<file path="config.mk">
export PLATFORM = sky130hd
export DESIGN_NAME = seq_comp
export DESIGN_NICKNAME = d
export VERILOG_FILES = /design/src/rtl/seq_comp_pkg.sv /design/src/rtl/seq_comp_chunk.sv /design/src/rtl/seq_comp.sv
export SDC_FILE = /design/constraint.sdc
export NUM_CORES = 1
export LEC_CHECK = 0
export CAP_MARGIN = 30
export CORE_MARGIN = 2
export CORE_UTILIZATION = 50
export DETAILED_ROUTE_END_ITERATION = 16
export GPL_TIMING_DRIVEN = 1
export PLACE_DENSITY = 0.85
export SETUP_SLACK_MARGIN = 0.1
export SYNTH_ARGS = -nofsm -noshare
export SYNTH_HDL_FRONTEND = slang
export SYNTH_SLANG_ARGS = --single-unit
</file>
<file path="constraint.sdc">
create_clock -name Clk -period 3 [get_ports Clk]
set_input_delay 0.3 -clock Clk [delete_from_list [all_inputs] [get_ports Clk]]
set_output_delay 0.3 -clock Clk [all_outputs]
set_load 0.02 [all_outputs]
</file>
<file path="src/rtl/seq_comp_pkg.sv">
// Shared types and sizing helpers for the sequential magnitude comparator.
package seq_comp_pkg;

    typedef enum logic [1:0] {
        IDLE    = 2'd0,
        COMPARE = 2'd1,
        DONE    = 2'd2
    } state_t;

    localparam logic [1:0] RES_EQ = 2'b00;
    localparam logic [1:0] RES_GT = 2'b01;
    localparam logic [1:0] RES_LT = 2'b10;

    function automatic int calc_nchunk(input int dw, input int ch);
        return dw / ch;
    endfunction

    // Chunk index needs at least one bit even when there is a single chunk.
    function automatic int calc_idx_w(input int dw, input int ch);
        int n;
        n = dw / ch;
        return (n > 1) ? $clog2(n) : 1;
    endfunction

endpackage

</file>
<file path="src/rtl/seq_comp_chunk.sv">
// Combinational unsigned compare of one CHUNK-bit slice of each operand.
module comp_chunk #(
    parameter int CHUNK = 4
) (
    input  logic [CHUNK-1:0] a_chunk,
    input  logic [CHUNK-1:0] b_chunk,
    output logic             chunk_gt,
    output logic             chunk_lt
);

    assign chunk_gt = (a_chunk > b_chunk);
    assign chunk_lt = (a_chunk < b_chunk);

endmodule

</file>
<file path="src/rtl/seq_comp.sv">
// Handshaked multi-cycle magnitude comparator, CHUNK bits per cycle from the MSB down.
// Optional: define SEQ_COMP_EARLY_EXIT_EN to finish on the first differing chunk.
module seq_comp
    import seq_comp_pkg::*;
#(
    parameter int DATAWIDTH = 8,
    parameter int CHUNK     = 4
) (
    input  logic                 Clk,
    input  logic                 Rst_n,
    input  logic [DATAWIDTH-1:0] a,
    input  logic [DATAWIDTH-1:0] b,
    input  logic                 is_signed,
    input  logic                 in_valid,
    output logic                 in_ready,
    output logic                 out_valid,
    input  logic                 out_ready,
    output logic                 gt,
    output logic                 lt,
    output logic                 eq
);

    localparam int NCHUNK = calc_nchunk(DATAWIDTH, CHUNK);
    localparam int IDXW   = calc_idx_w(DATAWIDTH, CHUNK);
    localparam logic [IDXW-1:0]      LAST_IDX = IDXW'(NCHUNK - 1);
    localparam logic [DATAWIDTH-1:0] MSB_MASK = DATAWIDTH'(1) << (DATAWIDTH - 1);

    if (CHUNK < 1 || CHUNK > DATAWIDTH || (DATAWIDTH % CHUNK) != 0) begin : g_bad_cfg
        $error("seq_comp: DATAWIDTH must be a positive multiple of CHUNK");
    end

    state_t                 state_reg, state_next;
    logic [DATAWIDTH-1:0]   a_sh_reg, b_sh_reg;
    logic [IDXW-1:0]        idx_reg;
    logic                   decided_reg;
    logic [1:0]             res_reg;
    logic                   chunk_gt, chunk_lt, chunk_diff, last_chunk;

    comp_chunk #(.CHUNK(CHUNK)) u_chunk (
        .a_chunk  (a_sh_reg[DATAWIDTH-1 -: CHUNK]),
        .b_chunk  (b_sh_reg[DATAWIDTH-1 -: CHUNK]),
        .chunk_gt (chunk_gt),
        .chunk_lt (chunk_lt)
    );

    assign chunk_diff = chunk_gt | chunk_lt;
    assign last_chunk = (idx_reg == LAST_IDX);

    always_ff @(posedge Clk or negedge Rst_n) begin
        if (!Rst_n) state_reg <= IDLE;
        else        state_reg <= state_next;
    end

    always_comb begin
        state_next = state_reg;
        in_ready   = 1'b0;
        out_valid  = 1'b0;
        case (state_reg)
            IDLE: begin
                in_ready = 1'b1;
                if (in_valid) state_next = COMPARE;
            end
            COMPARE: begin
                if (last_chunk) state_next = DONE;
`ifdef SEQ_COMP_EARLY_EXIT_EN
                if (!decided_reg && chunk_diff) state_next = DONE;
`endif
            end
            DONE: begin
                out_valid = 1'b1;
                if (out_ready) state_next = IDLE;
            end
            default: state_next = IDLE;
        endcase
    end

    // Signed mode flips both MSBs so the unsigned chunk compare yields the signed order.
    always_ff @(posedge Clk or negedge Rst_n) begin
        if (!Rst_n) begin
            a_sh_reg    <= '0;
            b_sh_reg    <= '0;
            idx_reg     <= '0;
            decided_reg <= 1'b0;
            res_reg     <= RES_EQ;
        end else begin
            case (state_reg)
                IDLE: begin
                    if (in_valid) begin
                        a_sh_reg    <= a ^ (is_signed ? MSB_MASK : '0);
                        b_sh_reg    <= b ^ (is_signed ? MSB_MASK : '0);
                        idx_reg     <= '0;
                        decided_reg <= 1'b0;
                        res_reg     <= RES_EQ;
                    end
                end
                COMPARE: begin
                    if (!decided_reg && chunk_diff) begin
                        decided_reg <= 1'b1;
                        res_reg     <= chunk_gt ? RES_GT : RES_LT;
                    end
                    a_sh_reg <= a_sh_reg << CHUNK;
                    b_sh_reg <= b_sh_reg << CHUNK;
                    idx_reg  <= idx_reg + IDXW'(1);
                end
                default: ;
            endcase
        end
    end

    assign gt = (state_reg == DONE) && (res_reg == RES_GT);
    assign lt = (state_reg == DONE) && (res_reg == RES_LT);
    assign eq = (state_reg == DONE) && (res_reg == RES_EQ);

endmodule
</file>
==> results.sh, run 1 <==
export IMPL_remaining_drc_errors=0
export IMPL_die_w_um=51.5
export IMPL_setup_slack_ps=591
export IMPL_worstPathMaxFanout=21
export IMPL_wl_per_cell_um=14.2
export IMPL_async_flop_share_pct=100
export IMPL_arrival_ps=2110
export IMPL_fp_coreArea_sq_um=2170
export IMPL_slew_violations=0
export IMPL_rows=17
export IMPL_ios=26
export IMPL_cellPowerDensity_nw_per_um2=899
export IMPL_place_hpwl_um=1780
export IMPL_synth_seq_area_share_pct=48.9
export IMPL_synth_edf_count=0
export IMPL_min_period_over_period_pct=80.3
export IMPL_ys_ff_latch=22
export IMPL_antenna_found_initial=0
export IMPL_netlist_area_sq_um=1130
export IMPL_max_cap_violations=0
export IMPL_synth_warnings=0
export IMPL_tritoncts="yes"
export IMPL_die_h_um=51.5
export IMPL_ant_nets=0
export IMPL_post_cts_setup_buffer_count=0
export IMPL_fin_cells=164
export IMPL_cts_root_buffer="clkbuf_4"
export IMPL_hold_path_class="reg -> reg"
export IMPL_cts_hold_buf=0
export IMPL_vias=927
export IMPL_p_leak_nw=0.607
export IMPL_grt_usage_pct=20.7
export IMPL_endpoint_kind="output pin"
export IMPL_syn_num_nets=139
export IMPL_synthTopCellsByCount="dfrtp_1 (22), nand2_1 (14), o21ai_0 (12), a22oi_1 (7)"
export IMPL_ys_top_cells_by_area="dfrtp_1 (49%), o21ai_0 (5.3%), a22oi_1 (4.7%)"
export IMPL_avgSynthCellArea_sq_um=9.88
export IMPL_hold_violations=0
export IMPL_ctsResizeCount=0
export IMPL_cts_max_level=1
export IMPL_fmax_mhz=415
export IMPL_viasPerCell=5.65
export IMPL_ir_drop_mv=0.508
export IMPL_max_slew_margin_pct=35.6
export IMPL_antenna_cells=0
export IMPL_fin_skew_ps=2.28
export IMPL_drtIter0Drc=12
export IMPL_finalSetupViolations=0
export IMPL_gp_congestion=0.806
export IMPL_grt_pass1_wl_um=3950
export IMPL_clkTransAtPathRegs_ps=120
export IMPL_placed_area_sq_um=1380
export IMPL_fin_setup_tns_ps=0
export IMPL_start_util_pct=51.9
export IMPL_critical_path_class="reg -> out"
export IMPL_placedCellCount=161
export IMPL_dp_slack_ps=939
export IMPL_worstMarginPinSlew_ps=963
export IMPL_grt_pass1_vias=904
export IMPL_yosysTopAreaCell="dfrtp_1"
export IMPL_rsz0062_at_grt="false"
export IMPL_clk_insertion_delay_late_ps=310
export IMPL_numCtsBuffers=3
export IMPL_fillers=195
export IMPL_critPathRequiredTime_ps=2700
export IMPL_fin_util_pct=64.5
export IMPL_synth_main_ff_cell="dfrtp_1"
export IMPL_grt_max_degree=23
export IMPL_syn2layout_area_growth_pct=24.3
export IMPL_synth_cell_types=28
export IMPL_cts_sinks=22
export IMPL_drtPass1Iterations=4
export IMPL_clockBufferDepth=2
export IMPL_overflow=0
export IMPL_routed_wl_um=2330
export IMPL_yosysMostFrequentCell="dfrtp_1"
export IMPL_min_period_ps=2410
export IMPL_yosys_area_top_type_share_pct=48.9
export IMPL_syn_inst=114
export IMPL_io_buffers=25
export IMPL_drive_gt1_share_pct=3.68
export IMPL_dieArea_sq_um=2650
export IMPL_final_cell_area_sq_um=1400
export IMPL_outcome="completed"
export IMPL_fin_nets=163
export IMPL_crit_path_start_kind="register"
## layout make-up
cell class | count | area (sq um) | share of cell area [%]
sequential | 22 | 551 | 39.3
multi-input combinational | 80 | 519 | 37.1
timing repair buffer | 25 | 250 | 17.9
tap | 28 | 35.0 | 2.50
clock buffer | 3 | 22.5 | 1.61
inverter | 6 | 22.5 | 1.61
## routing by layer
| metal | wire, um | vias up | part of all wire, % | GRT usage, % |
|---|---|---|---|---|
| li1 | - | 446 | - | - |
| met1 | 993 | 456 | 43 | 23.6 |
| met2 | 1230 | 21 | 53 | 37.4 |
| met3 | 73 | 4 | 3.1 | 2.63 |
| met4 | 36 | 0 | 1.5 | 10.5 |
| met5 | 0 | - | 0 | 0 |
## stage by stage
step                hold WS (ps)  power [mW]
floorplan                   4.41       0.966
global placement             465        1.09
detailed placement           479        1.13
CTS                          505        1.26
global route                 523        1.37
finish                       500        1.26
## logic make-up after synthesis
group,synth area share (%)
AOI/OAI and AO/OA,21.8
adders and majority gates,4.44
DFF,48.9
and+or+nand+nor,18.3
xor gates and xnor gates,1.56
buffers and inverters,5.00
## cell usage in the layout, fill, tap and decap left out
cell type,instances
a22oi_1,7
a221o_1,3
ha_1,4
dfrtp_1,22
o21ai_0,12
or3b_4,1
o211ai_1,1
and2_1,1
inv_1,6
xnor2_1,2
o21bai_1,1
clkbuf_4,3
nand2_1,14
nor2b_1,6
o22ai_1,1
and2b_1,5
nor3_1,1
nor3b_1,3
nand4_1,1
a22o_1,3
clkdlybuf4s50_1,25
a32o_1,1
a21oi_1,6
a2111oi_2,1
nor2_1,4
nand2b_1,2
## final timing paths
| path | start | end | slack [ps] | cells past startpoint |
|---|---|---|---|---|
| setup / recovery | state_reg[1] | lt | 590 | 3 |
| hold / removal | idx_reg | idx_reg | 500 | 1 |
| setup reg to reg | state_reg[0] | a_sh_reg[7] | 1310 | 2 |
| hold reg to reg | idx_reg | idx_reg | 500 | 1 |
| max in group asynchronous | Rst_n | a_sh_reg[0] | 1910 | 1 |
| min in group asynchronous | Rst_n | res_reg[0] | 510 | 1 |
## critical path: stages (launching register included)
cell and delay [ps]:
dfrtp_1 700, nand2b_1 230, nor3b_1 240, clkdlybuf4s50_1 630
## where the power goes
part           leakage (nW)  switching, mW  total, mW  internal [mW]
combinational         0.310          0.277      0.546          0.269
sequential            0.283          0.150      0.577          0.428
clock                0.0138         0.0879      0.135         0.0470
total                 0.607          0.514       1.26          0.744
Power figures use the tool's default switching activity.
==> run 2: changes to the inputs <==
- CORE_UTILIZATION: 50 -> 48
- PLACE_DENSITY: 0.85 -> 0.82
- clock period: 3 -> 2.3 ns (I/O delays scaled with it)
==> results.sh, run 2 (synthesis gave the netlist of run 1 again) <==
export IMPL_outcome="completed"
export IMPL_final_seq_area_sq_um=552
export IMPL_grt_max_degree=23
export IMPL_remaining_drc_errors=0
export IMPL_worstPathMaxFanout=11
export IMPL_p_leak_nw=0.632
export IMPL_dieArea_sq_um=2750
export IMPL_placed_area_sq_um=1410
export IMPL_gp_congestion=0.867
export IMPL_fp_coreArea_sq_um=2210
export IMPL_ctsResizeCount=0
export IMPL_antenna_cells=0
export IMPL_fin_nets=167
export IMPL_min_period_over_period_pct=87.4
export IMPL_grt_usage_pct=19.3
export IMPL_cellPowerDensity_nw_per_um2=1180
export IMPL_tritoncts="yes"
export IMPL_layout_commonest_cell="clkdlybuf4s50_1"
export IMPL_hold_violations=0
export IMPL_max_cap_violations=0
export IMPL_arrival_ps=1780
export IMPL_post_cts_setup_buffer_count=0
export IMPL_fmax_mhz=497
export IMPL_clkTransAtPathRegs_ps=110
export IMPL_viasPerCell=5.38
export IMPL_cts_hold_buf=0
export IMPL_slew_violations=0
export IMPL_final_cell_mix="clkdlybuf4s50_1 (25), dfrtp_1 (21), nand2_1 (14), o21ai_0 (12), a22oi_1 (7)"
export IMPL_finalHoldWorstSlack_ps=261
export IMPL_endpoint_kind="output pin"
export IMPL_setup_slack_ps=290
export IMPL_total_power_mw=1.71
export IMPL_clockBufferDepth=2
export IMPL_cts_sinks=22
export IMPL_max_slew_margin_pct=67.1
export IMPL_drive_gt1_share_pct=7.80
export IMPL_wl_per_cell_um=13.3
export IMPL_grt_pass1_vias=903
export IMPL_clk_insertion_delay_late_ps=300
export IMPL_start_util_pct=50.9
export IMPL_placedCellCount=165
export IMPL_fin_setup_tns_ps=0
export IMPL_min_period_ps=2010
export IMPL_antenna_found_initial=0
export IMPL_multiInputGateArea_sq_um=519
export IMPL_rows=17
export IMPL_ant_nets=0
export IMPL_fin_skew_ps=1.40
export IMPL_io_buffers=25
export IMPL_ir_drop_mv=0.759
export IMPL_drtIter0Drc=17
export IMPL_fin_util_pct=65.3
export IMPL_grt_pass1_wl_um=3870
export IMPL_critPathRequiredTime_ps=2070
export IMPL_die_w_um=52.4
export IMPL_hold_path_class="in -> async"
export IMPL_die_h_um=52.4
export IMPL_critical_path_class="reg -> out"
export IMPL_place_hpwl_um=1760
export IMPL_drtPass1Iterations=4
export IMPL_overflow=0
export IMPL_routed_wl_um=2250
export IMPL_final_cell_area_sq_um=1450
export IMPL_fin_cells=169
export IMPL_dp_slack_ps=510
export IMPL_numCtsBuffers=3
export IMPL_fillers=206
export IMPL_cts_max_level=1
export IMPL_cts_root_buffer="clkbuf_4"
export IMPL_ios=26
export IMPL_worstMarginPinSlew_ps=493
export IMPL_crit_path_start_kind="register"
export IMPL_finalSetupViolations=0
export IMPL_syn2layout_area_growth_pct=28.3
export IMPL_vias=910
export IMPL_rsz0062_at_grt="false"
## run 2: cell types whose count changed in the layout (fill, tap and decap cells not counted)
cell,previous run,this run
dfrtp_1,22,21
buf_4,0,4
clkbuf_8,0,1
dfrtp_2,0,1
## run 2: layout make-up
class / count / area share [%]
repair buffers: 29 / 19.4
clock buffers: 4 / 2.51
flip-flops and latches: 22 / 38.2
inverters: 6 / 1.56
multi-input cells: 80 / 35.9
well taps: 28 / 2.42
## run 2: critical path, cell delays in order, from the launching register on
cell and delay (ps):
dfrtp_2 480, nand2b_1 140, nor3b_1 220, clkdlybuf4s50_1 630
## run 2: final timing paths
path	start	to	slack (ps)	cells after the start
max in group asynchronous	Rst_n	state_reg[1]	1810	2
worst min-delay path	Rst_n	res_reg[0]	260	2
worst max register to register	a_sh_reg[7]	res_reg[0]	750	3
min in group Clk	b_sh_reg[6]	b_sh_reg[6]	490	2
worst max-delay path	state_reg[1]	gt	290	3
worst min register to register	b_sh_reg[6]	b_sh_reg[6]	490	2
## run 2: where the power goes
group | switching [mW] | internal, mW | leakage (nW)
combinational | 0.419 | 0.384 | 0.330
clock | 0.111 | 0.0966 | 0.0210
sequential | 0.135 | 0.561 | 0.281
total | 0.665 | 1.04 | 0.632
## run 2: routing by layer
| metal | part of all wire (%) | routed length [um] | global-route usage, % | vias up |
|---|---|---|---|---|
| met1 | 44 | 997 | 25.2 | 424 |
| met4 | 1.9 | 42 | 8.97 | 0 |
| met3 | 4.0 | 90 | 3.43 | 6 |
| li1 | - | - | - | 458 |
| met5 | 0 | 0 | 0 | - |
| met2 | 50 | 1120 | 30.8 | 22 |
